### src/rtl/shift_arb_pkg.sv
// Shared types and constants for the shift_arb shifter arbiter.
package shift_arb_pkg;

  // Operand/result width is fixed by the shared shifter datapath.
  localparam int SRC_W = 16;
  localparam int AMT_W = 4;

  // Sequencer states: sample requests, drive the shifter, then present the result.
  typedef enum logic [1:0] {
    IDLE  = 2'd0,
    SHIFT = 2'd1,
    RESP  = 2'd2
  } state_t;

  // Requester identifier: 0 = requester 0, 1 = requester 1.
  typedef logic req_id_t;

  // Operands captured from the winning requester.
  typedef struct packed {
    logic [SRC_W-1:0] src;
    logic [AMT_W-1:0] amt;
    logic             ars;
  } operand_t;

  // Round-robin choice: a lone requester wins; on a tie the one not granted last time wins.
  function automatic req_id_t pick_owner(input logic req0, input logic req1, input req_id_t last);
    req_id_t winner;
    if (req0 && req1) begin
      winner = ~last;
    end else if (req1) begin
      winner = 1'b1;
    end else begin
      winner = 1'b0;
    end
    return winner;
  endfunction

endpackage

### src/rtl/shift_arb_shifter.sv
// Combinational 16-bit right shifter with logical/arithmetic fill.
// Built as a 4-stage logarithmic barrel; each stage shifts by a power of two.
module shifter
  import shift_arb_pkg::*;
(
  input  logic [SRC_W-1:0] src,
  input  logic             ars,
  input  logic [AMT_W-1:0] amt,
  output logic [SRC_W-1:0] res
);

  logic             fill;
  logic [SRC_W-1:0] stage1;
  logic [SRC_W-1:0] stage2;
  logic [SRC_W-1:0] stage4;

  // Barrel stages by 1, 2, 4 and 8; fill is the sign bit only for arithmetic shifts.
  always_comb begin
    fill   = ars & src[SRC_W-1];
    stage1 = amt[0] ? {fill, src[SRC_W-1:1]}         : src;
    stage2 = amt[1] ? {{2{fill}}, stage1[SRC_W-1:2]} : stage1;
    stage4 = amt[2] ? {{4{fill}}, stage2[SRC_W-1:4]} : stage2;
    res    = amt[3] ? {{8{fill}}, stage4[SRC_W-1:8]} : stage4;
  end

endmodule

### src/rtl/shift_arb.sv
// Round-robin arbiter/sequencer sharing one shifter between two requesters.
//
// Handshake: a requester raises reqN with srcN/amtN/arsN stable and keeps them so
// until doneN pulses for one cycle; res is valid in that same cycle. The requester
// drops reqN on the edge that ends its done cycle; leaving it high is a fresh
// request whose operands are sampled again in the following IDLE cycle.
// Every output, including the debug state, comes straight from a flop.
module shift_arb
  import shift_arb_pkg::*;
(
  input  logic             clk,
  input  logic             rst_n,
  input  logic             req0,
  input  logic             req1,
  input  logic [SRC_W-1:0] src0,
  input  logic [SRC_W-1:0] src1,
  input  logic [AMT_W-1:0] amt0,
  input  logic [AMT_W-1:0] amt1,
  input  logic             ars0,
  input  logic             ars1,
  output logic             gnt0,
  output logic             gnt1,
  output logic             done0,
  output logic             done1,
  output logic [SRC_W-1:0] res,
  output state_t           state
);

  operand_t         op;
  req_id_t          owner;
  req_id_t          last;
  req_id_t          winner;
  operand_t         winner_op;
  logic [SRC_W-1:0] shift_res;

  // Choose the next owner and mux its operands ahead of the capture edge.
  always_comb begin
    winner = pick_owner(req0, req1, last);
    if (winner) begin
      winner_op.src = src1;
      winner_op.amt = amt1;
      winner_op.ars = ars1;
    end else begin
      winner_op.src = src0;
      winner_op.amt = amt0;
      winner_op.ars = ars0;
    end
  end

  // The shifter only ever sees captured operands, so input changes mid-flight are ignored.
  shifter u_shifter (
    .src (op.src),
    .ars (op.ars),
    .amt (op.amt),
    .res (shift_res)
  );

  // Sequencer FSM with registered grant, done and result outputs.
  always_ff @(posedge clk) begin
    if (!rst_n) begin
      state <= IDLE;
      gnt0  <= 1'b0;
      gnt1  <= 1'b0;
      done0 <= 1'b0;
      done1 <= 1'b0;
      res   <= '0;
      op    <= '0;
      owner <= 1'b0;
      last  <= 1'b1;
    end else begin
      case (state)
        IDLE: begin
          done0 <= 1'b0;
          done1 <= 1'b0;
          if (req0 || req1) begin
            op    <= winner_op;
            owner <= winner;
            last  <= winner;
            gnt0  <= ~winner;
            gnt1  <= winner;
            state <= SHIFT;
          end
        end
        SHIFT: begin
          res   <= shift_res;
          done0 <= ~owner;
          done1 <= owner;
          state <= RESP;
        end
        RESP: begin
          gnt0  <= 1'b0;
          gnt1  <= 1'b0;
          done0 <= 1'b0;
          done1 <= 1'b0;
          state <= IDLE;
        end
        default: begin
          gnt0  <= 1'b0;
          gnt1  <= 1'b0;
          done0 <= 1'b0;
          done1 <= 1'b0;
          state <= IDLE;
        end
      endcase
    end
  end

  // Grants and done pulses belong to exactly one requester at a time.
  assert property (@(posedge clk) !(gnt0 && gnt1));
  assert property (@(posedge clk) !(done0 && done1));
  // A done pulse is only ever issued to the current owner.
  assert property (@(posedge clk) done0 |-> gnt0);
  assert property (@(posedge clk) done1 |-> gnt1);

endmodule
### config.mk
export PLATFORM = sky130hd
export DESIGN_NAME = shift_arb
export DESIGN_NICKNAME = d
export VERILOG_FILES = /design/src/rtl/shift_arb_pkg.sv /design/src/rtl/shift_arb_shifter.sv /design/src/rtl/shift_arb.sv
export SDC_FILE = /design/constraint.sdc
export NUM_CORES = 1
export LEC_CHECK = 0
export CAP_MARGIN = 20
export CELL_PAD_IN_SITES_DETAIL_PLACEMENT = 2
export CELL_PAD_IN_SITES_GLOBAL_PLACEMENT = 2
export CORE_ASPECT_RATIO = 0.7
export CORE_MARGIN = 3
export CORE_UTILIZATION = 31
export CTS_BUF_LIST = sky130_fd_sc_hd__clkbuf_8
export DETAILED_ROUTE_END_ITERATION = 8
export HOLD_SLACK_MARGIN = 0.02
export PLACE_DENSITY_LB_ADDON = 0.12
export SETUP_SLACK_MARGIN = 0.3
export SYNTH_ARGS = -nofsm -noshare
export SYNTH_HDL_FRONTEND = slang
export SYNTH_HIERARCHICAL = 1
export SYNTH_SLANG_ARGS = --single-unit
### constraint.sdc
create_clock -name clk -period 4.1 [get_ports clk]
set_input_delay 1.025 -clock clk [delete_from_list [all_inputs] [get_ports clk]]
set_output_delay 1.025 -clock clk [all_outputs]
set_load 0.01 [all_outputs]
Yosys cells after proc, flatten, opt, wreduce, memory -nomap -nowiden --
Cells that the tools add are included.
Word-level totals: flip-flop bits (word level) 45, output and inout port bits 22
Operators by class: equal/unequal tests 2, multiplexer cells 13, bitwise operators 5, reduce and logical (&&, ||, !) cells 6
Operator list (number):
- two-way mux 16 bit | 4
- two-way mux 21 bit | 1
- AND reduction 2 bit | 3
- two-way mux 1 bit | 4
- NOT 1 bit | 4
- case mux 1 bit (2 select lines) | 2
- case mux 2 bit (2 select lines) | 1
- == test 2 x 1 -> 1 bit, second input constant | 1
- zero test 2 bit | 1
- two-way mux 2 bit | 1
- != test 2 bit, second input constant | 1
- bitwise AND 1 bit | 1
- logical AND 1 bit | 1
- logical OR 1 bit | 1

Depth between registers and ports, before layout --
Gate-level depths: netlist of the first run.
depth in word-level cells 5, depth in mapped cells 8, gate-level depth less buffers 6

Modules after synthesis --
Netlist of the first run, hierarchy kept.
Modules (own cells, without submodules):
- shift_arb | times used 1, cells each 220, area each 1844.3 sq um, seq. area each 900.9 sq um
- shifter | times used 1, cells each 94, area each 779.5 sq um, seq. area each 0.0 sq um

Worst setup path after synthesis of the first run --
No wires, ideal clock.
path type input-to-reg, start point in req1, end point reg op[17] (netlist bit), data arrival time 1.745 ns, data required time 4.026 ns, path slack 2.281 ns, stages on the path 4, path buffers 1, cell sequence nor2_2 > clkbuf_1 > o21ai_0 > a31oi_1
On the way: longest elaborated chain between the ends 3, elaborated cells on any way between the ends 6
RTL lines:
- start, declared | line shift_arb.sv:14 | input logic req1,
- two-way mux 1 bit or logical AND 1 bit (tied branches) | line shift_arb_pkg.sv:30, shift_arb_pkg.sv:28
- two-way mux 1 bit | line shift_arb_pkg.sv:28 | if (req0 && req1) begin
- two-way mux 21 bit | line shift_arb.sv:39 | if (winner) begin
- end signal, assigned | line shift_arb.sv:76 | op <= winner_op;
- end, declared | line shift_arb.sv:29 | operand_t op;
Parallel ways exist; a longest one is shown, timed or not. A chain may end at the register's enable or synchronous reset.

Worst setup path after layout of the first run --
start point in rst_n, end point reg done0
On the way: longest elaborated chain between the ends 1
RTL lines:
- start, declared | line shift_arb.sv:12 | input logic rst_n,
- AND reduction 2 bit (no source line)
- end signal, assigned | line shift_arb.sv:86 | done0 <= ~owner;
- end, declared | line shift_arb.sv:23 | output logic done0,
No other way between the ends.

==> results of run 1 <==
[per-stage QoR]
| step | util (%) | cells | power [uW] | setup slack (ps) |
|---|---|---|---|---|
| after global placement | 40.62 | 459 | 852.9 | 1305 |
| after CTS | 41.64 | 467 | 1140 | 1518 |
| after global routing | 41.74 | 468 | 1204 | 1392 |
| after floorplan | - | 314 | 738.0 | 2281 |
| after detailed placement | 40.62 | 459 | 862.3 | 1225 |
| final | 41.74 | 468 | 1127 | 1552 |
[sequential cells by signal (all words and copies together), names as in the netlist]
register,flops
done1,1
state,2
last,1
op,21
gnt0,1
res,16
done0,1
owner,1
gnt1,1
[layout make-up]
class,count,area [sq um],share of cell area [%]
multi-input combinational,236,1515,45.15
sequential,45,900.9,26.85
timing repair buffer,72,708.2,21.10
tap,101,126.4,3.766
clock buffer,5,68.82,2.051
inverter,6,22.52,0.6711
clock inverter,3,13.76,0.4101
[worst reg2reg max path: stages (launching register included)]
cell and delay (ps):
dfxtp_1 840, buf_4 310, mux2i_1 350, mux2_2 250, nor2_1 40, a221o_1 290, nand2_1 90, a21oi_1 60
[final timing paths]
kind	startpoint	endpoint	slack, ps
setup reg to reg	op[1]	res[2]	1760
setup / recovery	rst_n	done0	1550
hold reg to reg	res[11]	res[11]	460
hold / removal	res[11]	res[11]	460
[logic make-up after synthesis]
group / after synthesis / share of synthesized area, %
AOI/OAI and AO/OA: 101 / 24.42
DFF: 45 / 34.33
muxes: 28 / 13.21
and+or+nand+nor: 107 / 20.12
buffers and inverters: 33 / 7.916
[cells in the final DEF, fill, tap and decap left out, types with 6 or more instances in the layout]
cell / synthesis / layout
mux2_2: 6 / 6
mux2i_1: 17 / 17
a21oi_1: 27 / 27
nand2_1: 42 / 42
dfxtp_1: 45 / 45
a31oi_1: 17 / 17
clkdlybuf4s50_1: 0 / 67
o21ai_0: 22 / 22
nand3_1: 18 / 18
nand4_1: 17 / 17
a211oi_1: 7 / 7
nor2_1: 10 / 10
[metal layers]
layer  vias up  share of wire, %  track usage (%)
met5         -                 0                0
met4         0              0.69            3.161
met3         8               3.5            3.059
met2        47                43            27.68
met1      1284                52            27.49
li1       1264                 -                -
[where the power goes]
part	internal, uW	switching (uW)
Combinational	161	171
Sequential	472	49.4
Clock	116	158
Total	749	378
==> flow_summary.ini, run 1 <==
[die]
die-height_microns = 82.97
core_area_sq_um = 8040
rows = 27
io_pins = 68
die_area_sq_um = 9621
die_w_microns = 116.0
start_util_pct = 32.63

[clock_network]
cts_resized = 0
ctsRootBufferMaster = clkbuf_8
postCtsHoldBufs = 0
clock-sinks = 45
clk_pin_slew_ps = 80
cts_tree = built
clockBufferDepth = 2
htree_levels = 2
cts_setup_buffers = 0
clk-insertion-delay-late_ps = 300
numCtsBuffers = 5

[grt]
grt_max_degree = 25
antenna_found_initial = 0
grt_pass1_wl_microns = 14410
grt_usage_pct = 18.30
grt_pass1_vias = 2718
grt-ovfl-total = 0

[synthesis]
ys_ff_latch = 45
async_flop_share_pct = 0
syn_nets = 360
syn_inst = 314
ys_seq_area_share_pct = 34.33
syn_avg_cell_area_sq_um = 8.356
synth_edf_count = 0
synth.top_cell.area_share_pct = 34.33
netlist_area_sq_um = 2624
yosysUniqueCellTypes = 50
synthTopCellsByCount = 45 x dfxtp_1, 42 x nand2_1, 27 x a21oi_1, 22 x o21ai_0, 18 x nand3_1
yosysWarnings = 6
synthMostInstantiatedCell = dfxtp_1
synth_top_cell_by_area = dfxtp_1
synth.area.top_cells = dfxtp_1 34%, mux2i_1 6.5%, nand2_1 6.0%, a21oi_1 5.2%, o21ai_0 4.2%
ys.flop_type = dfxtp_1

[min_path]
hold_class = flip-flop to flip-flop
min_path_cells = 2

[sta]
max_freq_mhz = 392.5
tns_ps = 0
setup_viol = 0
holdWs_ps = 462.6
hold_viol_final = 0
post-route-period-util_pct = 62.14
maxSlewViolCount = 0
rsz0062_at_grt = false
tightest_slew_ps = 808.2
max-slew-margin-rel_pct = 46.06
fin_crit_ps = 2548
fin_skew_ps = 3.881

[final_layout]
antenna_cells = 0
final_cell_area_sq_um = 3356
areaGrowthSynthToFinish_pct = 27.90
nFillCells = 937
drive_gt1_share_pct = 9.264
final_nets = 412

[route]
drt_iter0_drc = 98
wl_microns = 8525
vias = 2603
viasPerCell = 5.562
drc = 0
drt_first_pass_iters = 4
wire_per_inst_microns = 18.22
antenna_left = 0

[power]
p_per_area_nw_per_um2 = 335.8
vdd_drop_max_mv = 0.1819
p_leak_uw = 0.001152

[critical_path]
worstPathRequired_ps = 4300
crit_fanout = 24
max_stage_delay_ps = 540
ff2ff_path_depth = 7
crit_chain = clkdlybuf4s50_1 -> clkinv_1 -> buf_4 -> nor3_1
timing.critical_path.buf_inv = 3
cp-end-kind = flip-flop
crit_cells = 4
critPathLaunchType = primary input
slowest_stage = clkinv_1
cp.arrival_ps = 2750
crit_family = buffers and inverters
crit_type = primary input to flip-flop

[placed_design]
hpwl_microns = 6545
portBuffers = 67
post_dp_cell_area_sq_um = 3266
routabilityCongestion = 0.8257

[outcome]
status = finished clean

[flow_run]
drv_cap = 0
No activity file was read; power rests on OpenSTA's default activity.
==> run 2: changes to the inputs <==
--- a/config.mk
+++ b/config.mk
@@ -10,7 +10,7 @@
 export CELL_PAD_IN_SITES_GLOBAL_PLACEMENT = 2
 export CORE_ASPECT_RATIO = 0.7
 export CORE_MARGIN = 3
-export CORE_UTILIZATION = 31
+export CORE_UTILIZATION = 29
 export CTS_BUF_LIST = sky130_fd_sc_hd__clkbuf_8
 export DETAILED_ROUTE_END_ITERATION = 8
 export HOLD_SLACK_MARGIN = 0.02
==> constraint.sdc (replaced) <==
create_clock -name clk -period 2.5 [get_ports clk]
set_input_delay 0.625 -clock clk [delete_from_list [all_inputs] [get_ports clk]]
set_output_delay 0.625 -clock clk [all_outputs]
set_load 0.01 [all_outputs]
==> run 2 against run 1 <==
Against the previous run: count of clock-buffer cells in the layout increased by 1; largest power group unchanged; core utilization decreased by 1.6 points; via count increased by 1.4%.
==> flow_summary.ini, run 2 (same netlist as run 1, synthesis figures left out) <==
[outcome]
status = finished clean

[critical_path]
crit_fanout = 9
worstPathRequired_ps = 1880
critPathLaunchType = flip-flop
timing.critical_path.buf_inv = 1
cp-end-kind = output pin
slowest_stage = clkdlybuf4s50_1
crit_chain = clkdlybuf4s50_1
max_stage_delay_ps = 630
r2r_setup_slack_ps = 470
crit_family = buffers and inverters
crit_type = flip-flop to output pin
crit_cells = 1
cp-startpoint = state[1]
ff2ff_path_depth = 6
cp.arrival_ps = 1480
endpoint = state[1]
r2r-end = res[2]
regToRegStartpoint = op[2]

[clock_network]
cts_tree = built
clk_pin_slew_ps = 90
cts_setup_buffers = 0
numCtsBuffers = 5
clk-insertion-delay-late_ps = 320
clock-sinks = 45
ctsRootBufferMaster = clkbuf_8
clockBufferDepth = 2
htree_levels = 2

[grt]
grt_usage_pct = 17.80
grt_max_degree = 43
grt_pass1_vias = 2789
antenna_found_initial = 0
grt-ovfl-total = 0
grt_pass1_wl_microns = 14720

[sta]
tightest_slew_ps = 693.2
max_freq_mhz = 474.9
tns_ps = 0
hold_viol_final = 0
setup_viol = 0
fin_crit_ps = 2106
setup_slack_ps = 394.4
max-slew-margin-rel_pct = 53.67
fin_skew_ps = 11.40
maxSlewViolCount = 0
rsz0062_at_grt = false
post-route-period-util_pct = 84.23

[power]
p_per_area_nw_per_um2 = 581.4
p_leak_uw = 0.001187
vdd_drop_max_mv = 0.2090

[route]
drt_first_pass_iters = 4
wl_microns = 8832
viasPerCell = 5.366
drt_iter0_drc = 56
drc = 0
wire_per_inst_microns = 17.95
vias = 2640
antenna_left = 0

[die]
rows = 28
die-height_microns = 85.58
io_pins = 68
start_util_pct = 30.44
die_area_sq_um = 10240
core_area_sq_um = 8618
die_w_microns = 119.7

[min_path]
hold_start = res[6]
hold_class = flip-flop to flip-flop

[final_layout]
regMostFlops = op
final_nets = 417
final_common_cell = clkdlybuf4s50_1
largestRegisters = op (21), res (16), state (2)
mostFrequentLayoutCells = 67 x clkdlybuf4s50_1, 44 x dfxtp_1, 42 x nand2_1
fin_cells = 492
largest_reg_flops = 21
drive_gt1_share_pct = 11.02
antenna_cells = 0
areaGrowthSynthToFinish_pct = 31.71

[placed_design]
dp.cells = 484
routabilityCongestion = 0.8380
dp_slack_ps = 212.4
hpwl_microns = 6645
portBuffers = 67

[flow_run]
drv_cap = 0
-- run 2: power by group --
part	switching [uW]	internal, uW	leakage [uW]
clock	270	325	0.0000574
sequential	65.8	774	0.000369
combinational	301	273	0.000760
-- run 2: how the worst min path moves through the flow --
| stage | depth (start not counted) | slack, ps | end |
|---|---|---|---|
| finish | 2 | 460 | res[6] |
| global route | 2 | 490 | res[13] |
| CTS | 2 | 470 | res[6] |
| detailed placement | 2 | 450 | res[6] |
| global placement | 2 | 440 | res[0] |
| floorplan | 1 | 410 | done0 |
-- run 2: metal layers --
layer / global-route usage [%] / up-vias / wire [microns]
li1: - / 1273 / -
met1: 24.80 / 1306 / 4433
met2: 28.07 / 53 / 3888
met3: 4.285 / 8 / 426
met4: 4.054 / 0 / 84
met5: 0 / - / 0
-- run 2: timing repair --
| item | 4_1_cts | 5_1_grt |
|---|---|---|
| endpoints found under the setup margin | 0 | 8 |
| hold buffers | 0 | 0 |
| resized for setup | 0 | 1 |
-- run 2: area by class of cell --
type / count / area, sq um
well taps: 120 / 150.1
repair buffers: 77 / 745.7
multi-input cells: 236 / 1515
clock buffers: 6 / 82.58
inverters: 6 / 22.52
flip-flops and latches: 45 / 902.1
clock inverters: 2 / 37.54
fillers: 1027 / 5162
-- run 2: per-stage QoR --
| stage | total power [uW] | instance area (sq um) | hold WS [ps] | util (%) |
|---|---|---|---|---|
| detailed placement | 1430 | 3334 | 452.6 | 38.69 |
| global route | 2135 | 3456 | 491.2 | 40.10 |
| CTS | 2040 | 3455 | 465.7 | 40.08 |
| floorplan | 1210 | 2624 | 409.3 | - |
| finish | 2009 | 3456 | 463.2 | 40.10 |
| global placement | 1418 | 3334 | 444.2 | 38.69 |
==> run 3: changes to the inputs <==
==> constraint.sdc (replaced) <==
create_clock -name clk -period 2.2 [get_ports clk]
set_input_delay 0.55 -clock clk [delete_from_list [all_inputs] [get_ports clk]]
set_output_delay 0.55 -clock clk [all_outputs]
set_load 0.01 [all_outputs]
==> run 3 against run 2 <==
Against the previous run: die area unchanged; total power increased by 16%; cell count increased by 1.4%; global-route usage increased by 0.81 points; register-to-register slack got worse by 98 ps; sequential cell count unchanged; via count increased by 0.15%; core utilization increased by 1.4 points; sequential share of layout area decreased by 0.77 points; largest power group unchanged; highest routed layer unchanged.
==> flow_summary.ini, run 3 (same netlist as run 1, synthesis figures left out) <==
[critical_path]
crit_type = flip-flop to flip-flop
worstPathRequired_ps = 2390
cp-startpoint = op[1]
endpoint = res[3]
cp-end-kind = flip-flop
r2r-end = res[3]
ff2ff_path_depth = 7
critPathLaunchType = flip-flop
cp.arrival_ps = 2020
regToRegStartpoint = op[1]
crit_fanout = 12
r2r_setup_slack_ps = 370

[die]
core_area_sq_um = 8618
io_pins = 68
start_util_pct = 30.44
die-height_microns = 85.58
die_w_microns = 119.7
die_area_sq_um = 10240
rows = 28

[sta]
post-route-period-util_pct = 83.09
setup_viol = 0
max_freq_mhz = 547.0
hold_viol_final = 0
max-slew-margin-rel_pct = 52.96
maxSlewViolCount = 0
fin_crit_ps = 1828
fin_skew_ps = 7.729
tightest_slew_ps = 705.6
rsz0062_at_grt = true
tns_ps = 0
holdWs_ps = 459.0

[clock_network]
postCtsHoldBufs = 0
cts_tree = built
clock-sinks = 45
ctsRootBufferMaster = clkbuf_8
clockBufferDepth = 2
clk_pin_slew_ps = 90
numCtsBuffers = 5
clk-insertion-delay-late_ps = 310
htree_levels = 2

[route]
wl_microns = 9228
wire_per_inst_microns = 18.49
met3WireLength_microns = 348
antenna_left = 0
drt_first_pass_iters = 4
dr_wl_met2_microns = 4116
drt_iter0_drc = 126
highest_layer = met4
drt-met1-wl_microns = 4724
drc = 0
viasPerCell = 5.299
vias = 2644

[placed_design]
routabilityCongestion = 0.8436
hpwl_microns = 6964
portBuffers = 67
post_dp_cell_area_sq_um = 3417
dp.cells = 490

[grt]
antenna_found_initial = 0
grt_pass1_wl_microns = 15350
grt_usage_pct = 18.61
grt_max_degree = 43
grt-ovfl-total = 0
grt_pass1_vias = 2923

[power]
power.share.switching_pct = 31.83
pwr-share-seq_pct = 40.4
p_per_area_nw_per_um2 = 652.2
p_leak_uw = 0.001241
intPower_uw = 1590
vdd_drop_max_mv = 0.2927
power_frac_comb_pct = 30.7
clockPowerShare_pct = 28.9
net-switching-power_uw = 742.5

[final_layout]
utilization_pct = 41.49
antenna_cells = 0
regMostFlops = op
final_nets = 424
final_common_cell = clkdlybuf4s50_1
mostFrequentLayoutCells = 67 x clkdlybuf4s50_1, 43 x dfxtp_1, 42 x nand2_1
largest_reg_flops = 21
areaGrowthSynthToFinish_pct = 36.29
fin_cells = 499
final_cell_area_sq_um = 3576
drive_gt1_share_pct = 12.93
largestRegisters = op (21), res (16), state (2)
nFillCells = 982

[min_path]
min_path_cells = 2
hold_class = flip-flop to flip-flop

[flow_run]
drv_cap = 0

[outcome]
status = finished clean
==> run 3: area by class of cell <==
cell class                 instances  area [sq um]  area share (%)
clock buffer                       6         82.58           2.309
clock inverter                     2         33.78          0.9447
inverter                           6         22.52          0.6298
multi-input combinational        236          1528           42.72
sequential                        45         905.9           25.33
tap                              120         150.1           4.199
timing repair buffer              84         853.3           23.86
==> run 3: critical path, stage by stage (launching register included) <==
cell and delay (ps):
dfxtp_2 390, buf_12 150, mux2_2 380, mux2i_4 180, o21ai_1 110, a221o_1 370
nand2_1 70, a21oi_1 50
==> run 3: what timing repair did <==
| action | in CTS | in global routing |
|---|---|---|
| setup buffers | 0 | 0 |
| pin swaps | 0 | 1 |
| gates resized for setup | 2 | 3 |
| cloned | 0 | 1 |
| endpoints found under the setup margin | 2 | 5 |
==> run 3: worst min path at each step <==
stage,end,startpoint,slack (ps)
after global placement,res[13],res[13],440
after CTS,res[0],res[0],460
after global routing,res[10],res[10],490
final,res[7],res[7],460
after detailed placement,res[0],res[0],450
after floorplan,done0,owner,410
==> run 3: layer usage <==
layer | global-route usage [%] | vias to the layer above
li1 | - | 1296
met1 | 25.47 | 1301
met2 | 30.69 | 42
met3 | 4.219 | 5
met4 | 3.119 | 0
met5 | 0 | -
==> run 3: per-stage QoR <==
step | total power, uW | setup WS [ps]
6_report | 2332 | 372.0
3_3_place_gp | 1642 | 216.6
3_5_place_dp | 1660 | 229.4
5_1_grt | 2473 | 288.6
2_1_floorplan | 1375 | 538.3
4_1_cts | 2343 | 283.9
==> run 3: power groups by stage <==
| stage | combinational (uW) | sequential (uW) | clock, uW |
|---|---|---|---|
| 6_report | 716 | 942 | 674 |
| 5_1_grt | 791 | 953 | 728 |
| 4_1_cts | 710 | 941 | 691 |
| 3_5_place_dp | 701 | 959 | 0 |
| 3_3_place_gp | 686 | 956 | 0 |
| 2_1_floorplan | 424 | 951 | 0 |
